`src/rtl/out_writeback_if.sv`:
```
// Source-stream and BRAM write-port bundle for the output write-back stage.
interface out_writeback_if #(
    parameter int unsigned NUM_SRC = 4,
    parameter int unsigned VEC     = 4,
    parameter int unsigned DWIDTH  = 8,
    parameter int unsigned AWIDTH  = 10
) ();
    localparam int unsigned VW = VEC * DWIDTH;

    logic [NUM_SRC*VW-1:0] src_data;
    logic [NUM_SRC-1:0]    src_valid;
    logic                  bram_grant;
    logic [AWIDTH-1:0]     bram_addr;
    logic [VW-1:0]         bram_wdata;
    logic [VEC-1:0]        bram_we;
    logic                  bram_en;

    // Producer side: result streams and the BRAM arbiter
    modport master (
        output src_data, src_valid, bram_grant,
        input  bram_addr, bram_wdata, bram_we, bram_en
    );

    // Write-back stage side
    modport slave (
        input  src_data, src_valid, bram_grant,
        output bram_addr, bram_wdata, bram_we, bram_en
    );
endinterface

```
`src/rtl/out_writeback.sv`:
```
// Output write-back stage: selects one result stream, buffers vectors in a
// small FIFO and writes them to BRAM C at strided addresses.
module out_writeback #(
    parameter int unsigned DWIDTH     = 8,
    parameter int unsigned VEC        = 4,
    parameter int unsigned AWIDTH     = 10,
    parameter int unsigned NUM_SRC    = 4,
    parameter int unsigned SEL_W      = 2,
    parameter int unsigned FIFO_DEPTH = 4,
    parameter int unsigned CNT_W      = 16
) (
    input  logic              clk,
    input  logic              resetn,
    input  logic              start,
    input  logic [AWIDTH-1:0] base_addr,
    input  logic [AWIDTH-1:0] addr_stride,
    input  logic [CNT_W-1:0]  num_rows,
    input  logic [SEL_W-1:0]  src_sel,
    out_writeback_if.slave    bus,
    output logic              busy,
    output logic              done,
    output logic              overflow,
    output logic [CNT_W-1:0]  rows_written
);
    localparam int unsigned VW    = VEC * DWIDTH;
    localparam int unsigned IDX_W = $clog2(FIFO_DEPTH);
    localparam int unsigned PTR_W = IDX_W + 1;

    typedef enum logic [1:0] {S_IDLE, S_RUN, S_DRAIN, S_DONE} state_t;

    state_t             state, state_n;
    logic [AWIDTH-1:0]  stride_l;
    logic [AWIDTH-1:0]  next_addr;
    logic [CNT_W-1:0]   num_l;
    logic [SEL_W-1:0]   sel_l;
    logic [CNT_W-1:0]   acc_cnt;
    logic [PTR_W-1:0]   wr_ptr, rd_ptr;
    logic [VW-1:0]      mem [FIFO_DEPTH];

    logic               sel_valid_c;
    logic [VW-1:0]      sel_data_c;
    logic               fifo_empty_c, fifo_full_c;
    logic               load_c, take_c, push_c, drop_c, pop_c;

    // Route the latched source onto a single valid/data pair
    always_comb begin
        sel_valid_c = 1'b0;
        sel_data_c  = '0;
        for (int unsigned i = 0; i < NUM_SRC; i++) begin
            if (sel_l == SEL_W'(i)) begin
                sel_valid_c = bus.src_valid[i];
                sel_data_c  = bus.src_data[i*VW +: VW];
            end
        end
    end

    // FIFO status and per-cycle transfer decisions
    always_comb begin
        fifo_empty_c = (wr_ptr == rd_ptr);
        fifo_full_c  = (wr_ptr[PTR_W-1] != rd_ptr[PTR_W-1]) &&
                       (wr_ptr[IDX_W-1:0] == rd_ptr[IDX_W-1:0]);
        load_c       = (state == S_IDLE) && start;
        pop_c        = !fifo_empty_c && bus.bram_grant;
        take_c       = (state == S_RUN) && sel_valid_c && (acc_cnt != num_l);
        push_c       = take_c && (!fifo_full_c || pop_c);
        drop_c       = take_c && fifo_full_c && !pop_c;
    end

    // State register
    always_ff @(posedge clk or negedge resetn) begin
        if (!resetn) state <= S_IDLE;
        else         state <= state_n;
    end

    // Next-state logic
    always_comb begin
        state_n = state;
        case (state)
            S_IDLE:  if (start) state_n = (num_rows == '0) ? S_DONE : S_RUN;
            S_RUN:   if (acc_cnt == num_l) state_n = S_DRAIN;
            S_DRAIN: if (fifo_empty_c && ((rows_written == num_l) || (acc_cnt == num_l)))
                         state_n = S_DONE;
            S_DONE:  state_n = S_IDLE;
            default: state_n = S_IDLE;
        endcase
    end

    // Status flags registered from the upcoming state
    always_ff @(posedge clk or negedge resetn) begin
        if (!resetn) begin
            busy <= 1'b0;
            done <= 1'b0;
        end else begin
            busy <= (state_n == S_RUN) || (state_n == S_DRAIN);
            done <= (state_n == S_DONE);
        end
    end

    // Transfer configuration captured on an accepted start
    always_ff @(posedge clk or negedge resetn) begin
        if (!resetn) begin
            stride_l <= '0;
            num_l    <= '0;
            sel_l    <= '0;
        end else if (load_c) begin
            stride_l <= addr_stride;
            num_l    <= num_rows;
            sel_l    <= src_sel;
        end
    end

    // Accepted/written counters, address walker and sticky overflow
    always_ff @(posedge clk or negedge resetn) begin
        if (!resetn) begin
            acc_cnt      <= '0;
            rows_written <= '0;
            next_addr    <= '0;
            overflow     <= 1'b0;
        end else if (load_c) begin
            acc_cnt      <= '0;
            rows_written <= '0;
            next_addr    <= base_addr;
            overflow     <= 1'b0;
        end else begin
            if (take_c) acc_cnt <= acc_cnt + CNT_W'(1);
            if (pop_c) begin
                rows_written <= rows_written + CNT_W'(1);
                next_addr    <= next_addr + stride_l;
            end
            if (drop_c) overflow <= 1'b1;
        end
    end

    // FIFO pointers; the extra MSB separates full from empty
    always_ff @(posedge clk or negedge resetn) begin
        if (!resetn) begin
            wr_ptr <= '0;
            rd_ptr <= '0;
        end else begin
            if (push_c) wr_ptr <= wr_ptr + PTR_W'(1);
            if (pop_c)  rd_ptr <= rd_ptr + PTR_W'(1);
        end
    end

    // FIFO storage; a push into the slot being popped reads the old entry
    always_ff @(posedge clk) begin
        if (push_c) mem[wr_ptr[IDX_W-1:0]] <= sel_data_c;
    end

    // Registered BRAM write port; address holds on idle cycles
    always_ff @(posedge clk or negedge resetn) begin
        if (!resetn) begin
            bus.bram_addr  <= '0;
            bus.bram_wdata <= '0;
            bus.bram_we    <= '0;
            bus.bram_en    <= 1'b0;
        end else if (pop_c) begin
            bus.bram_addr  <= next_addr;
            bus.bram_wdata <= mem[rd_ptr[IDX_W-1:0]];
            bus.bram_we    <= '1;
            bus.bram_en    <= 1'b1;
        end else begin
            bus.bram_wdata <= '0;
            bus.bram_we    <= '0;
            bus.bram_en    <= 1'b0;
        end
    end
endmodule

```
`src/flat_wrapper.sv`:
```
// flat-port wrapper written by rule: the top's interface ports become plain ports
module out_writeback_flat 
#(
    parameter int unsigned DWIDTH     = 8,
    parameter int unsigned VEC        = 4,
    parameter int unsigned AWIDTH     = 10,
    parameter int unsigned NUM_SRC    = 4,
    parameter int unsigned SEL_W      = 2,
    parameter int unsigned FIFO_DEPTH = 4,
    parameter int unsigned CNT_W      = 16
)
  (clk, resetn, start, base_addr, addr_stride, num_rows, src_sel, busy, done, overflow, rows_written, bus_src_data, bus_src_valid, bus_bram_grant, bus_bram_addr, bus_bram_wdata, bus_bram_we, bus_bram_en);
  out_writeback_if #(.NUM_SRC(NUM_SRC), .VEC(VEC), .DWIDTH(DWIDTH), .AWIDTH(AWIDTH)) bus_i ();
  input  logic clk;
  input  logic resetn;
  input  logic start;
  input  logic [AWIDTH-1:0] base_addr;
  input  logic [AWIDTH-1:0] addr_stride;
  input  logic [CNT_W-1:0] num_rows;
  input  logic [SEL_W-1:0] src_sel;
  output logic busy;
  output logic done;
  output logic overflow;
  output logic [CNT_W-1:0] rows_written;
  input wire logic [$bits(bus_i.src_data)-1:0] bus_src_data;
  input wire logic [$bits(bus_i.src_valid)-1:0] bus_src_valid;
  input wire logic [$bits(bus_i.bram_grant)-1:0] bus_bram_grant;
  output wire logic [$bits(bus_i.bram_addr)-1:0] bus_bram_addr;
  output wire logic [$bits(bus_i.bram_wdata)-1:0] bus_bram_wdata;
  output wire logic [$bits(bus_i.bram_we)-1:0] bus_bram_we;
  output wire logic [$bits(bus_i.bram_en)-1:0] bus_bram_en;
  assign bus_i.src_data = bus_src_data;
  assign bus_i.src_valid = bus_src_valid;
  assign bus_i.bram_grant = bus_bram_grant;
  assign bus_bram_addr = bus_i.bram_addr;
  assign bus_bram_wdata = bus_i.bram_wdata;
  assign bus_bram_we = bus_i.bram_we;
  assign bus_bram_en = bus_i.bram_en;
  out_writeback #(.DWIDTH(DWIDTH), .VEC(VEC), .AWIDTH(AWIDTH), .NUM_SRC(NUM_SRC), .SEL_W(SEL_W), .FIFO_DEPTH(FIFO_DEPTH), .CNT_W(CNT_W)) u_core (.clk(clk), .resetn(resetn), .start(start), .base_addr(base_addr), .addr_stride(addr_stride), .num_rows(num_rows), .src_sel(src_sel), .bus(bus_i), .busy(busy), .done(done), .overflow(overflow), .rows_written(rows_written));
endmodule
```
`config.mk`:
```
export PLATFORM = sky130hd
export DESIGN_NAME = out_writeback_flat
export DESIGN_NICKNAME = d
export VERILOG_FILES = /design/src/rtl/out_writeback_if.sv /design/src/rtl/out_writeback.sv /design/src/flat_wrapper.sv
export SDC_FILE = /design/constraint.sdc
export NUM_CORES = 1
export LEC_CHECK = 0
export BUFFER_PORTS_ARGS = -buffer_cell sky130_fd_sc_hd__buf_2
export CORE_MARGIN = 1.5
export CORE_UTILIZATION = 30
export CTS_CLUSTER_DIAMETER = 200
export DETAILED_ROUTE_END_ITERATION = 10
export PLACE_DENSITY = 0.53
export RECOVER_POWER = 50
export SLEW_MARGIN = 25
export SYNTH_ARGS = -nofsm -noshare
export SYNTH_HDL_FRONTEND = slang
export SYNTH_SLANG_ARGS = --single-unit
```
`constraint.sdc`:
```
create_clock -name clk -period 2.7 [get_ports clk]
set_input_delay 0.54 -clock clk [delete_from_list [all_inputs] [get_ports clk]]
set_output_delay 0.54 -clock clk [all_outputs]
set_load 0.01 [all_outputs]
```
Yosys cells after proc, flatten, opt, wreduce, memory -nomap -nowiden:

Memories as Yosys holds them, arrays and structs flattened.
Index checks and enable logic that the tools add are counted.

* output and inout bits: 66
* memory bits (writable): 128
* memories kept: 1
* bits in registers: 128

* muxes and demuxes: 26
* reduce and logical (&&, ||, !) cells: 21
* add/sub/neg operators: 5
* equal/unequal tests: 15

Memory list
* u_core.mem: depth 4, width 32, read ports 1, clocked after Yosys merged registers in 0, write ports 1, line out_writeback.sv:38 `logic [VW-1:0] mem [FIFO_DEPTH];`

Operators by type and width (number)
* 32-bit 2-to-1 mux: 5
* 16-bit 2-to-1 mux: 4
* 16-bit by 1-bit adder with 16-bit output, second input constant: 2
* 16-bit == test: 2
* 10-bit 2-to-1 mux: 2
* 16-bit zero test: 1
* 16-bit inequality test: 1
* 2-bit == test, second input constant: 6
* 10-bit adder: 1
* 1-bit logical AND: 9
* 1-bit 2-to-1 mux: 9
* 2-bit 2-to-1 mux: 4
* 2-bit one-hot mux with 4 select lines: 1
* 3-bit by 1-bit adder with 3-bit output, second input constant: 2
* 2-bit by 1-bit == test with 1-bit output, second input constant: 3
* 2-bit nonzero test: 3
* 2-bit zero test: 2
* 4-bit 2-to-1 mux: 1
* 3-bit == test: 1
* 1-bit zero test: 3
* 1-bit logical OR: 3
* 2-bit == test: 1
* 1-bit inequality test: 1

Logic depth before layout (Yosys ltp):

Gate-level depths: netlist of run 1.

* depth after elaboration: 11
* gate-level depth with buffers: 10
* depth with buffers taken out: 8

Worst setup path before layout of run 1:

OpenSTA, ideal clock, no wires.

* kind: reg2reg
* from: register u_core.sel_l[0]
* to: memory u_core.mem[1][0] (netlist name) (enable)
* data arrival time: 2039 ps
* slack: 269 ps
* path buffers: 1
* cell stages (with the launch flop): 6
* required time: 2308 ps
* clock period less this slack: 2431 ps
* cell sequence: dfrtp_1 -> buf_4 -> mux4_2 -> nand2_2 -> nor3_2 -> and2_1

* longest elaborated chain between the ends: 10
* elaborated cells on any way between the ends: 13
* classes of those cells: 3 x eq/ne; 6 x mux; 4 x reduce/logical

Ends and longest elaborated chain
* start: declaration: line out_writeback.sv:35 `logic [SEL_W-1:0] sel_l;`
* start signal: assignment: line out_writeback.sv:108 `sel_l <= src_sel;`
* 2-bit zero test: line out_writeback.sv:50 `if (sel_l == SEL_W'(i)) begin`
* 1-bit 2-to-1 mux (3 in a row): line out_writeback.sv:50
* 1-bit 2-to-1 mux (*): line out_writeback.sv:50
* 1-bit logical AND (*) (2 in a row): line out_writeback.sv:64 `take_c = (state == S_RUN) && sel_valid_c && (acc_cnt != num_l);`
* 1-bit logical AND (*): line out_writeback.sv:65 `push_c = take_c && (!fifo_full_c || pop_c);`
* 1-bit 2-to-1 mux (*): line out_writeback.sv:147 `if (push_c) mem[wr_ptr[IDX_W-1:0]] <= sel_data_c;`
* 1-bit 2-to-1 mux (not written as such) (*): line out_writeback.sv:147
* end: declaration: line out_writeback.sv:38

Mark *: on every way between the ends. The rest lies on a longest branch, timed or not.

Worst setup path in the final report of run 1:

* from: register u_core.next_addr[0]
* to: register u_core.next_addr[8]

* longest elaborated chain between the ends: 3

Ends and longest elaborated chain
* start: declaration: line out_writeback.sv:33 `logic [AWIDTH-1:0] next_addr;`
* start signal: assignment: line out_writeback.sv:122 `next_addr <= base_addr;`
* start signal: assignment: line out_writeback.sv:128 `next_addr <= next_addr + stride_l;`
* 10-bit adder: line out_writeback.sv:128
* 10-bit 2-to-1 mux: line out_writeback.sv:126 `if (pop_c) begin`
* 10-bit 2-to-1 mux: line out_writeback.sv:119 `end else if (load_c) begin`

No other way between the ends. The select of a mux whose other input is x is not followed.
A chain may end at the register's enable or synchronous reset.

==> results.py, run 1 <==
metrics = {
    "finish": {
        "post-route-util_pct": 38.09,
        "final_cell_count_no_fill": 1554,
        "fin_area_um2": 14010,
        "area_growth_pct": 24.11,
        "drive_above_1_share_pct": 29.49,
        "nets": 1255,
    },
    "placed_design": {
        "post-place-ws_ns": 0.2954,
        "dp_cells": 1499,
        "place_area_um2": 13080,
        "dp_hpwl_um": 18560,
        "gp_congestion": 0.8193,
        "numPortBuffers": 239,
    },
    "synthesis": {
        "synth_cells": 816,
        "ys_ff_latch": 252,
        "yosysMostFrequentCell": "nand2_1",
        "syn_nets": 1008,
        "syn_avg_cell_area_um2": 13.83,
        "seq_area_frac_synth_pct": 61.54,
        "synth_largest_area_cell": "edfxtp_1",
        "synth_common_cells": "nand2_1, edfxtp_1, dfrtp_1, mux4_2, xnor2_1",
        "synth_edf_count": 128,
        "ys.flop_type": "edfxtp_1",
        "netlist_area_um2": 11290,
        "yosys_warnings": 0,
        "synth_cell_types": 50,
        "ys_async_sr_fraction_pct": 49.21,
        "synth_area_leaders": "edfxtp_1, dfrtp_1, mux4_2, nand2_1, xnor2_1",
        "synth_top_area_share_pct": 34.05,
    },
    "sta": {
        "fin_ws_ns": 0.2015,
        "worst_pin_slew_ns": 1.396,
        "slew_headroom_pct": 6.953,
        "hold_violations": 0,
        "fin_worst_skew_ns": 0.01162,
        "setup_viol": 0,
        "fin_crit_sh_pct": 92.54,
        "slew_violations": 0,
        "min_period_ns": 2.499,
        "fmax_mhz": 400.2,
        "tns_ns": 0,
        "rsz0062_at_grt": "false",
    },
    "hold_path": {
        "hold_end": "u_core.stride_l[3]",
        "hp-class": "input pin to flop",
        "worstHoldStart": "addr_stride[3]",
        "min_path_cells": 3,
    },
    "clocking": {
        "cts_made_buffers": 29,
        "cts_tree": "built",
        "clock-sinks": 252,
        "clk_path_buf_depth": 3,
        "clk_latency_ns": 0.56,
        "root_buffer": "clkbuf_16",
        "htreeDepth": 1,
        "clk_pin_slew_ns": 0.06,
    },
    "run": {
        "drv_cap": 0,
    },
    "setup_path": {
        "r2r-end": "u_core.next_addr[8]",
        "crit_slowest_cell": "fa_1",
        "r2r_start": "u_core.next_addr[0]",
        "cp-end-kind": "flop",
        "path_depth": 8,
        "cp.required_ns": 3.14,
        "start_kind": "flop",
        "cp_top_family": "compound AO/OA/AOI/OAI gates",
        "r2r_setup_slack_ns": 0.20,
        "path_buf_inv": 0,
        "crit_fanout": 3,
        "crit_chain": "ha_1 -> fa_1 -> a21o_1 -> a21oi_1 -> o21ai_0 -> o41ai_1 -> mux2i_1 -> nand3_1",
        "ff2ff_path_depth": 8,
        "critical_path_class": "flop to flop",
        "crit_arrival_ns": 2.94,
        "cp_slowest_stage_delay_ns": 0.42,
    },
    "outcome": {
        "status": "finished clean",
    },
    "pwr": {
        "p_per_area_nw_per_um2": 1157,
        "power.leakage_uw": 0.005662,
        "irDropWorstVdd_mv": 0.5033,
    },
    "global_routing": {
        "grt_overflow": 0,
        "grt_use_total_pct": 14.12,
        "grt_max_degree": 79,
        "antenna_found_initial": 1,
        "grt_pass1_wl_um": 42380,
        "grt_pass1_vias": 7504,
    },
    "detailed_routing": {
        "vias_per_cell": 4.712,
        "drc": 0,
        "drtIter0Drc": 302,
        "dr.pass1.iters": 4,
        "routedWlPerCell_um": 17.45,
        "drtAntennaViolNets": 0,
        "wl_um": 27110,
        "num_vias": 7322,
    },
    "die": {
        "start_util_pct": 30.69,
        "fp.dieArea_um2": 38800,
        "die_x_um": 197.0,
        "ioPinCount": 240,
        "core_area_um2": 36790,
        "num_rows": 70,
        "die_h_um": 197.0,
    },
}
worst min-delay path, stage by stage:
cell and delay [ns]:
buf_2 0.07, nand2_1 0.04, nand2_1 0.04
layout make-up:
| class | count | area, um^2 |
|---|---|---|
| antenna | 1 | 2.502 |
| clock buffer | 36 | 802.0 |
| tap | 468 | 585.6 |
| timing repair buffer | 260 | 1316 |
| clock inverter | 17 | 241.5 |
| multi-input combinational | 513 | 4084 |
| sequential | 252 | 6952 |
| inverter | 7 | 26.28 |
| fill | 3621 | 22780 |
placed cells by master, fill, tap and decap left out, types with 5 or more instances in the layout:
cell / Yosys / routed
o21ai_0: 18 / 19
buf_12: 0 / 5
nor3_1: 12 / 11
nand3_1: 9 / 9
clkbuf_8: 0 / 5
clkbuf_16: 0 / 29
and3_1: 13 / 13
mux4_2: 65 / 65
xnor2_1: 57 / 57
nand2_1: 150 / 150
ha_1: 17 / 17
buf_4: 7 / 8
nor2_1: 43 / 43
and2_1: 36 / 32
bufinv_16: 0 / 5
buf_2: 11 / 172
a21oi_1: 13 / 13
inv_1: 7 / 6
edfxtp_1: 128 / 128
nor4_1: 11 / 12
nand4_1: 14 / 14
dfrtp_1: 124 / 120
clkbuf_2: 1 / 6
clkbuf_1: 20 / 70
xor2_1: 11 / 11
report_power, final:
part           internal (uW)  total (uW)  switching (uW)
combinational           2500        5470            2980
clock                   2590        4220            1630
sequential              5780        6520             743
total                  10900       16200            5350
sequential cells by signal (all words and copies together) (netlist names):
signal                 cells
u_core.next_addr          10
u_core.busy                1
u_core.bus.bram_wdata     32
u_core.overflow            1
u_core.stride_l           10
u_core.bus.bram_addr      10
u_core.state               2
u_core.mem               128
u_core.wr_ptr              3
u_core.acc_cnt            16
u_core.rows_written       16
u_core.rd_ptr              3
u_core.bus.bram_we         1
u_core.sel_l               2
u_core.num_l              16
u_core.done                1
what timing repair did:
| action | 4_1_cts | 5_1_grt |
|---|---|---|
| hold buffers | 1 | 0 |
| resized for setup | 0 | 0 |
| setup buffers | 0 | 0 |
| hold endpoints to repair | 37 | 0 |
layer usage:
layer	vias up	global-route usage, %	routed length (um)	share of wire, %
met3	42	2.704	1515	5.6
met5	-	0	0	0
li1	3455	-	-	-
met2	205	23.96	13220	49
met1	3620	18.78	11830	44
met4	0	3.082	544	2.0
stage by stage:
stage,total power (uW),hold WS [ns]
final,16220,0.1662
after global routing,17330,0.1569
after CTS,16650,0.1300
after detailed placement,12340,0.4619
after global placement,12260,0.4559
after floorplan,10450,0.2444
how the worst max path moves through the flow:
stage / startpoint / endpoint / slack, ns
floorplan: u_core.sel_l[0] / u_core.mem[1][0] / 0.27
global placement: u_core.next_addr[0] / u_core.next_addr[8] / 0.29
detailed placement: u_core.next_addr[0] / u_core.next_addr[8] / 0.30
CTS: u_core.next_addr[0] / u_core.next_addr[8] / 0.24
global route: u_core.next_addr[0] / u_core.next_addr[8] / 0.04
finish: u_core.next_addr[0] / u_core.next_addr[8] / 0.20
kinds of logic after synthesis:
group,count (synthesis),share of synthesized area (%)
compound gates,51,2.704
xor+xnor,68,5.276
fa+ha+maj,18,2.062
buf+inv,51,2.195
flops,252,61.54
mux,67,13.15
simple gates,309,13.08
(Power assumes the default switching activity.)
==> run 2, diff against run 1 <==
--- a/config.mk
+++ b/config.mk
@@ -11,7 +11,6 @@
 export CTS_CLUSTER_DIAMETER = 200
 export DETAILED_ROUTE_END_ITERATION = 10
 export PLACE_DENSITY = 0.53
-export RECOVER_POWER = 50
 export SLEW_MARGIN = 25
 export SYNTH_ARGS = -nofsm -noshare
 export SYNTH_HDL_FRONTEND = slang
==> run 2 against run 1 <==
  * Global-route usage is the same
  * Core utilization grew 0.35 points
  * Sequential cell count is the same
  * Total power grew 0.65%
  * Sequential share of layout area shrank 0.45 points
  * First-iteration DRC count grew 9.3%
  * Clock power is essentially flat
  * Largest cell class unchanged
  * Largest power group unchanged
==> results.py, run 2 (same netlist as run 1, synthesis figures left out) <==
metrics = {
    "outcome": {
        "status": "finished clean",
    },
    "setup_path": {
        "crit_chain": "ha_1 -> fa_1 -> a21o_1 -> a21oi_1 -> o21ai_0 -> o41ai_1 -> mux2i_1 -> nand3_1",
        "crit_arrival_ns": 2.93,
        "cp-end-kind": "flop",
        "start_kind": "flop",
        "cp.required_ns": 3.14,
        "cp_slowest_stage_delay_ns": 0.42,
        "crit_slowest_cell": "fa_1",
        "crit_fanout": 3,
        "critical_path_class": "flop to flop",
    },
    "clocking": {
        "clk_pin_slew_ns": 0.06,
        "htreeDepth": 1,
        "root_buffer": "clkbuf_16",
        "cts_tree": "built",
        "clk_path_buf_depth": 3,
        "cts_resized": 0,
        "cts_made_buffers": 29,
        "ctsHoldBuffers": 1,
        "clk_latency_ns": 0.56,
        "clock-sinks": 252,
        "post_cts_buffers": 0,
    },
    "placed_design": {
        "post-place-ws_ns": 0.2954,
        "dp_hpwl_um": 18560,
        "numPortBuffers": 239,
        "dp_cells": 1499,
        "gp_congestion": 0.8193,
    },
    "global_routing": {
        "grt_max_degree": 79,
        "grt_pass1_vias": 7504,
        "antenna_found_initial": 1,
        "grt_pass1_wl_um": 42380,
        "grt_use_total_pct": 14.12,
        "grt_overflow": 0,
    },
    "die": {
        "fp.dieArea_um2": 38800,
        "die_x_um": 197.0,
        "die_h_um": 197.0,
        "num_rows": 70,
        "ioPinCount": 240,
        "core_area_um2": 36790,
        "start_util_pct": 30.69,
    },
    "sta": {
        "fin_crit_sh_pct": 92.17,
        "min_period_ns": 2.489,
        "hold_violations": 0,
        "rsz0062_at_grt": "false",
        "slew_headroom_pct": 52.02,
        "fin_worst_skew_ns": 0.01110,
        "setup_viol": 0,
        "fin_ws_ns": 0.2114,
        "holdWs_ns": 0.1667,
        "tns_ns": 0,
        "slew_violations": 0,
        "worst_pin_slew_ns": 0.7197,
        "fmax_mhz": 401.8,
    },
    "finish": {
        "mostFrequentLayoutCell": "buf_2",
        "nets": 1255,
        "area_growth_pct": 25.24,
        "largest_reg_flops": 128,
        "post-route-util_pct": 38.43,
        "layout.cells.most_common_list": "buf_2, nand2_1, edfxtp_1, dfrtp_1, mux4_2",
        "final_cell_count_no_fill": 1554,
        "drive_above_1_share_pct": 35.94,
    },
    "pwr": {
        "p_sw_uw": 5363,
        "clockPowerShare_pct": 25.9,
        "seq_power_share_pct": 39.9,
        "power.leakage_uw": 0.005923,
        "irDropWorstVdd_mv": 0.5093,
        "pwr-share-comb_pct": 34.2,
        "p_sw_share_pct": 32.86,
        "p_per_area_nw_per_um2": 1154,
        "p_int_uw": 10960,
    },
    "run": {
        "drv_cap": 0,
    },
    "detailed_routing": {
        "wl_met3_um": 1497,
        "dr.pass1.iters": 4,
        "vias_per_cell": 4.685,
        "wl_met2_um": 13190,
        "wl_met1_um": 11850,
        "drtIter0Drc": 330,
        "drtAntennaViolNets": 0,
        "routedWlPerCell_um": 17.43,
        "wl_um": 27080,
        "dr.max_layer_used": "met4",
        "num_vias": 7281,
        "drc": 0,
    },
    "hold_path": {
        "hp-class": "input pin to flop",
    },
}
[run 2: cell count changes in the layout (fill, tap and decap cells not counted), moves of 6 or more]
cell / previous run / this run
buf_2: 172 / 238
buf_4: 8 / 15
clkbuf_1: 70 / 2
clkbuf_2: 6 / 0
[run 2: path summary, 6_finish.rpt]
kind                                            to                    start  slack (ns)  cells after the start
setup reg to reg               u_core.next_addr[8]      u_core.next_addr[0]        0.21                      8
hold / removal                  u_core.stride_l[3]           addr_stride[3]        0.17                      3
min in group asynchronous  u_core.bus.bram_addr[7]                   resetn        0.47                      2
hold reg to reg            u_core.bus.bram_addr[8]  u_core.bus.bram_addr[8]        0.48                      2
max in group asynchronous          u_core.sel_l[1]                   resetn        1.53                      3
setup / recovery               u_core.next_addr[8]      u_core.next_addr[0]        0.21                      8
[run 2: cell type report]
cell class                      instances  area, um^2
Inverter                                7       26.28
Fill cell                            3581       22650
Clock inverter                         17       241.5
Timing Repair Buffer                  260        1425
Sequential cell                       252        6952
Multi-Input combinational cell        513        4103
Clock buffer                           36       802.0
Antenna cell                            1       2.502
Tap cell                              468       585.6
[run 2: power by group through the flow]
stage                     logic, uW  registers, uW  clock network [uW]
final                          5580           6520                4230
after global routing           6270           6660                4510
after CTS                      5770           6530                4350
after detailed placement       5740           6600                   0
after global placement         5690           6570                   0
after floorplan                3940           6510                   0
[run 2: layer usage]
| metal | up-vias | track usage, % |
|---|---|---|
| met3 | 42 | 2.704 |
| met1 | 3584 | 18.78 |
| met2 | 200 | 23.96 |
| li1 | 3455 | - |
| met4 | 0 | 3.082 |
| met5 | - | 0 |
[run 2: stage by stage]
step                      instance area (um^2)  power, uW
after floorplan                          11290      10450
after global placement                   13080      12260
after detailed placement                 13080      12340
after CTS                                14130      16650
after global routing                     14130      17440
final                                    14140      16320
[run 2: worst max-delay path: cells and delay by family (launching register included)]
kind	cells	cell delay [ns]
AOI/OAI and AO/OA	4	0.98
adders and majority gates	2	0.67
DFF	1	0.40
muxes	1	0.25
and+or+nand+nor	1	0.08
==> run 3, diff against run 2 <==
--- a/config.mk
+++ b/config.mk
@@ -10,7 +10,7 @@
 export CORE_UTILIZATION = 30
 export CTS_CLUSTER_DIAMETER = 200
 export DETAILED_ROUTE_END_ITERATION = 10
-export PLACE_DENSITY = 0.53
+export PLACE_DENSITY = 0.55
 export SLEW_MARGIN = 25
 export SYNTH_ARGS = -nofsm -noshare
 export SYNTH_HDL_FRONTEND = slang
==> constraint.sdc (replaced) <==
create_clock -name clk -period 2.2 [get_ports clk]
set_input_delay 0.44 -clock clk [delete_from_list [all_inputs] [get_ports clk]]
set_output_delay 0.44 -clock clk [all_outputs]
set_load 0.01 [all_outputs]
==> run 3 against run 2 <==
  * Total power up 25%
  * Sequential share of layout area fell by 0.90 points
  * Via count up 2.5%
  * Combinational power increased by 32%
  * Worst setup slack worse by 0.13 ns
  * First-iteration DRC count increased by 6.4%
  * Count of clock-buffer cells in the layout rose by 7
  * Register-to-register slack got worse by 0.13 ns
  * Clock power grew 21%
  * Critical endpoint unchanged
  * Largest cell class unchanged
  * Largest power group unchanged
  * Highest routed layer unchanged
==> results.py, run 3 (same netlist as run 1, synthesis figures left out) <==
metrics = {
    "detailed_routing": {
        "drc": 0,
        "wl_um": 27620,
        "dr.max_layer_used": "met4",
        "wl_met3_um": 1601,
        "dr.pass1.iters": 4,
        "wl_met1_um": 12680,
        "wl_met2_um": 12900,
        "routedWlPerCell_um": 17.43,
        "drtAntennaViolNets": 0,
        "num_vias": 7466,
        "drtIter0Drc": 351,
        "vias_per_cell": 4.713,
    },
    "setup_path": {
        "crit_fanout": 3,
        "crit_arrival_ns": 2.55,
        "critical_path_class": "flop to flop",
        "start_kind": "flop",
        "crit_chain": "ha_2 -> fa_2 -> a21o_1 -> a21oi_2 -> o21ai_2 -> o41ai_2 -> buf_4 -> mux2i_1 -> nand3_1",
        "cp-end-kind": "flop",
        "cp_slowest_stage_delay_ns": 0.38,
        "cp.required_ns": 2.63,
        "crit_slowest_cell": "dfrtp_1",
    },
    "die": {
        "ioPinCount": 240,
        "start_util_pct": 30.69,
        "fp.dieArea_um2": 38800,
        "core_area_um2": 36790,
        "num_rows": 70,
        "die_h_um": 197.0,
        "die_x_um": 197.0,
    },
    "pwr": {
        "irDropWorstVdd_mv": 0.6519,
        "p_per_area_nw_per_um2": 1416,
        "power.leakage_uw": 0.006069,
        "power_uw": 20390,
    },
    "finish": {
        "nets": 1283,
        "fin_area_um2": 14400,
        "layout.cells.most_common_list": "buf_2, nand2_1, edfxtp_1, dfrtp_1, mux4_2",
        "drive_above_1_share_pct": 37.22,
        "mostFrequentLayoutCell": "buf_2",
        "fill_cells": 3537,
        "area_growth_pct": 27.58,
        "largest_reg_flops": 128,
    },
    "clocking": {
        "clk_latency_ns": 0.55,
        "clk_path_buf_depth": 3,
        "root_buffer": "clkbuf_16",
        "clk_pin_slew_ns": 0.06,
        "cts_made_buffers": 30,
        "htreeDepth": 1,
        "clock-sinks": 252,
        "cts_tree": "built",
    },
    "sta": {
        "slew_violations": 0,
        "tns_ns": 0,
        "worst_pin_slew_ns": 0.7189,
        "min_period_ns": 2.114,
        "fin_worst_skew_ns": 0.009180,
        "slew_headroom_pct": 52.07,
        "fin_crit_sh_pct": 96.07,
        "hold_violations": 0,
        "fmax_mhz": 473.1,
        "setup_viol": 0,
        "rsz0062_at_grt": "true",
    },
    "placed_design": {
        "dp_hpwl_um": 19270,
        "numPortBuffers": 239,
        "gp_congestion": 0.8627,
        "place_area_um2": 13310,
    },
    "global_routing": {
        "grt_use_total_pct": 14.19,
        "grt_max_degree": 51,
        "antenna_found_initial": 1,
        "grt_overflow": 0,
        "grt_pass1_wl_um": 42480,
        "grt_pass1_vias": 7599,
    },
    "hold_path": {
        "hp-class": "input pin to flop",
    },
    "run": {
        "drv_cap": 0,
    },
    "outcome": {
        "status": "finished clean",
    },
}
[run 3: cell count changes in the layout (fill, tap and decap cells not counted), moves of 3 or more]
cell / delta
buf_4: +23
clkbuf_1: +9
buf_12: +4
clkbuf_8: -4
clkinvlp_4: -3
[run 3: layout make-up]
type                       count  area (um^2)  share of cell area (%)
tap                          468        585.6                   4.066
clock buffer                  43        830.8                   5.769
clock inverter                13        192.7                   1.338
antenna                        1        2.502                 0.01738
sequential                   252         6952                   48.27
multi-input combinational    513         4134                   28.71
inverter                       7        26.28                  0.1825
timing repair buffer         287         1678                   11.65
[run 3: per-stage QoR]
step           setup slack, ns  cells  hold slack, ns  util, %
2_1_floorplan          0.01297    816          0.1444        -
3_5_place_dp           -0.1406   1523          0.4433    36.19
3_3_place_gp           -0.1580   1523          0.4462    36.19
6_report               0.08639   1584         0.08602    39.15
5_1_grt               -0.01538   1583         0.07104    39.14
4_1_cts               0.007405   1581         0.05595    39.07
[run 3: worst paths after layout]
kind                                         start                         to  slack, ns  depth (start not counted)
max                            u_core.next_addr[0]        u_core.next_addr[8]       0.09                          9
min                                 addr_stride[5]         u_core.stride_l[5]       0.09                          3
max reg2reg                    u_core.next_addr[0]        u_core.next_addr[8]       0.09                          9
min reg2reg                u_core.bus.bram_addr[6]    u_core.bus.bram_addr[6]       0.47                          2
max in group asynchronous                   resetn  u_core.bus.bram_wdata[15]       1.16                          3
min in group asynchronous                   resetn    u_core.bus.bram_addr[6]       0.42                          2
[run 3: report_power, final]
group          internal [uW]  switching [uW]
logic                   3510            3840
clock network           3200            1920
registers               7090             823
[run 3: worst max-delay path, delay by kind of cell (launching register included)]
kind	cells	cell delay, ns
mux	1	0.18
compound gates	4	0.66
fa+ha+maj	2	0.54
flops	1	0.38
buf+inv	1	0.16
simple gates	1	0.08
[run 3: metal layers]
layer / up-vias / global-route usage [%]
met5: - / 0
met4: 0 / 3.251
met3: 32 / 2.755
met2: 241 / 23.33
met1: 3672 / 19.40
li1: 3521 / -
[run 3: timing repair]
| item | CTS | global route |
|---|---|---|
| buffers inserted | 1 | 2 |
| resized for setup | 6 | 2 |
| setup endpoints to repair | 1 | 106 |
| endpoints found under the hold margin | 47 | 0 |
| pin swaps | 2 | 4 |
| hold buffers | 1 | 0 |
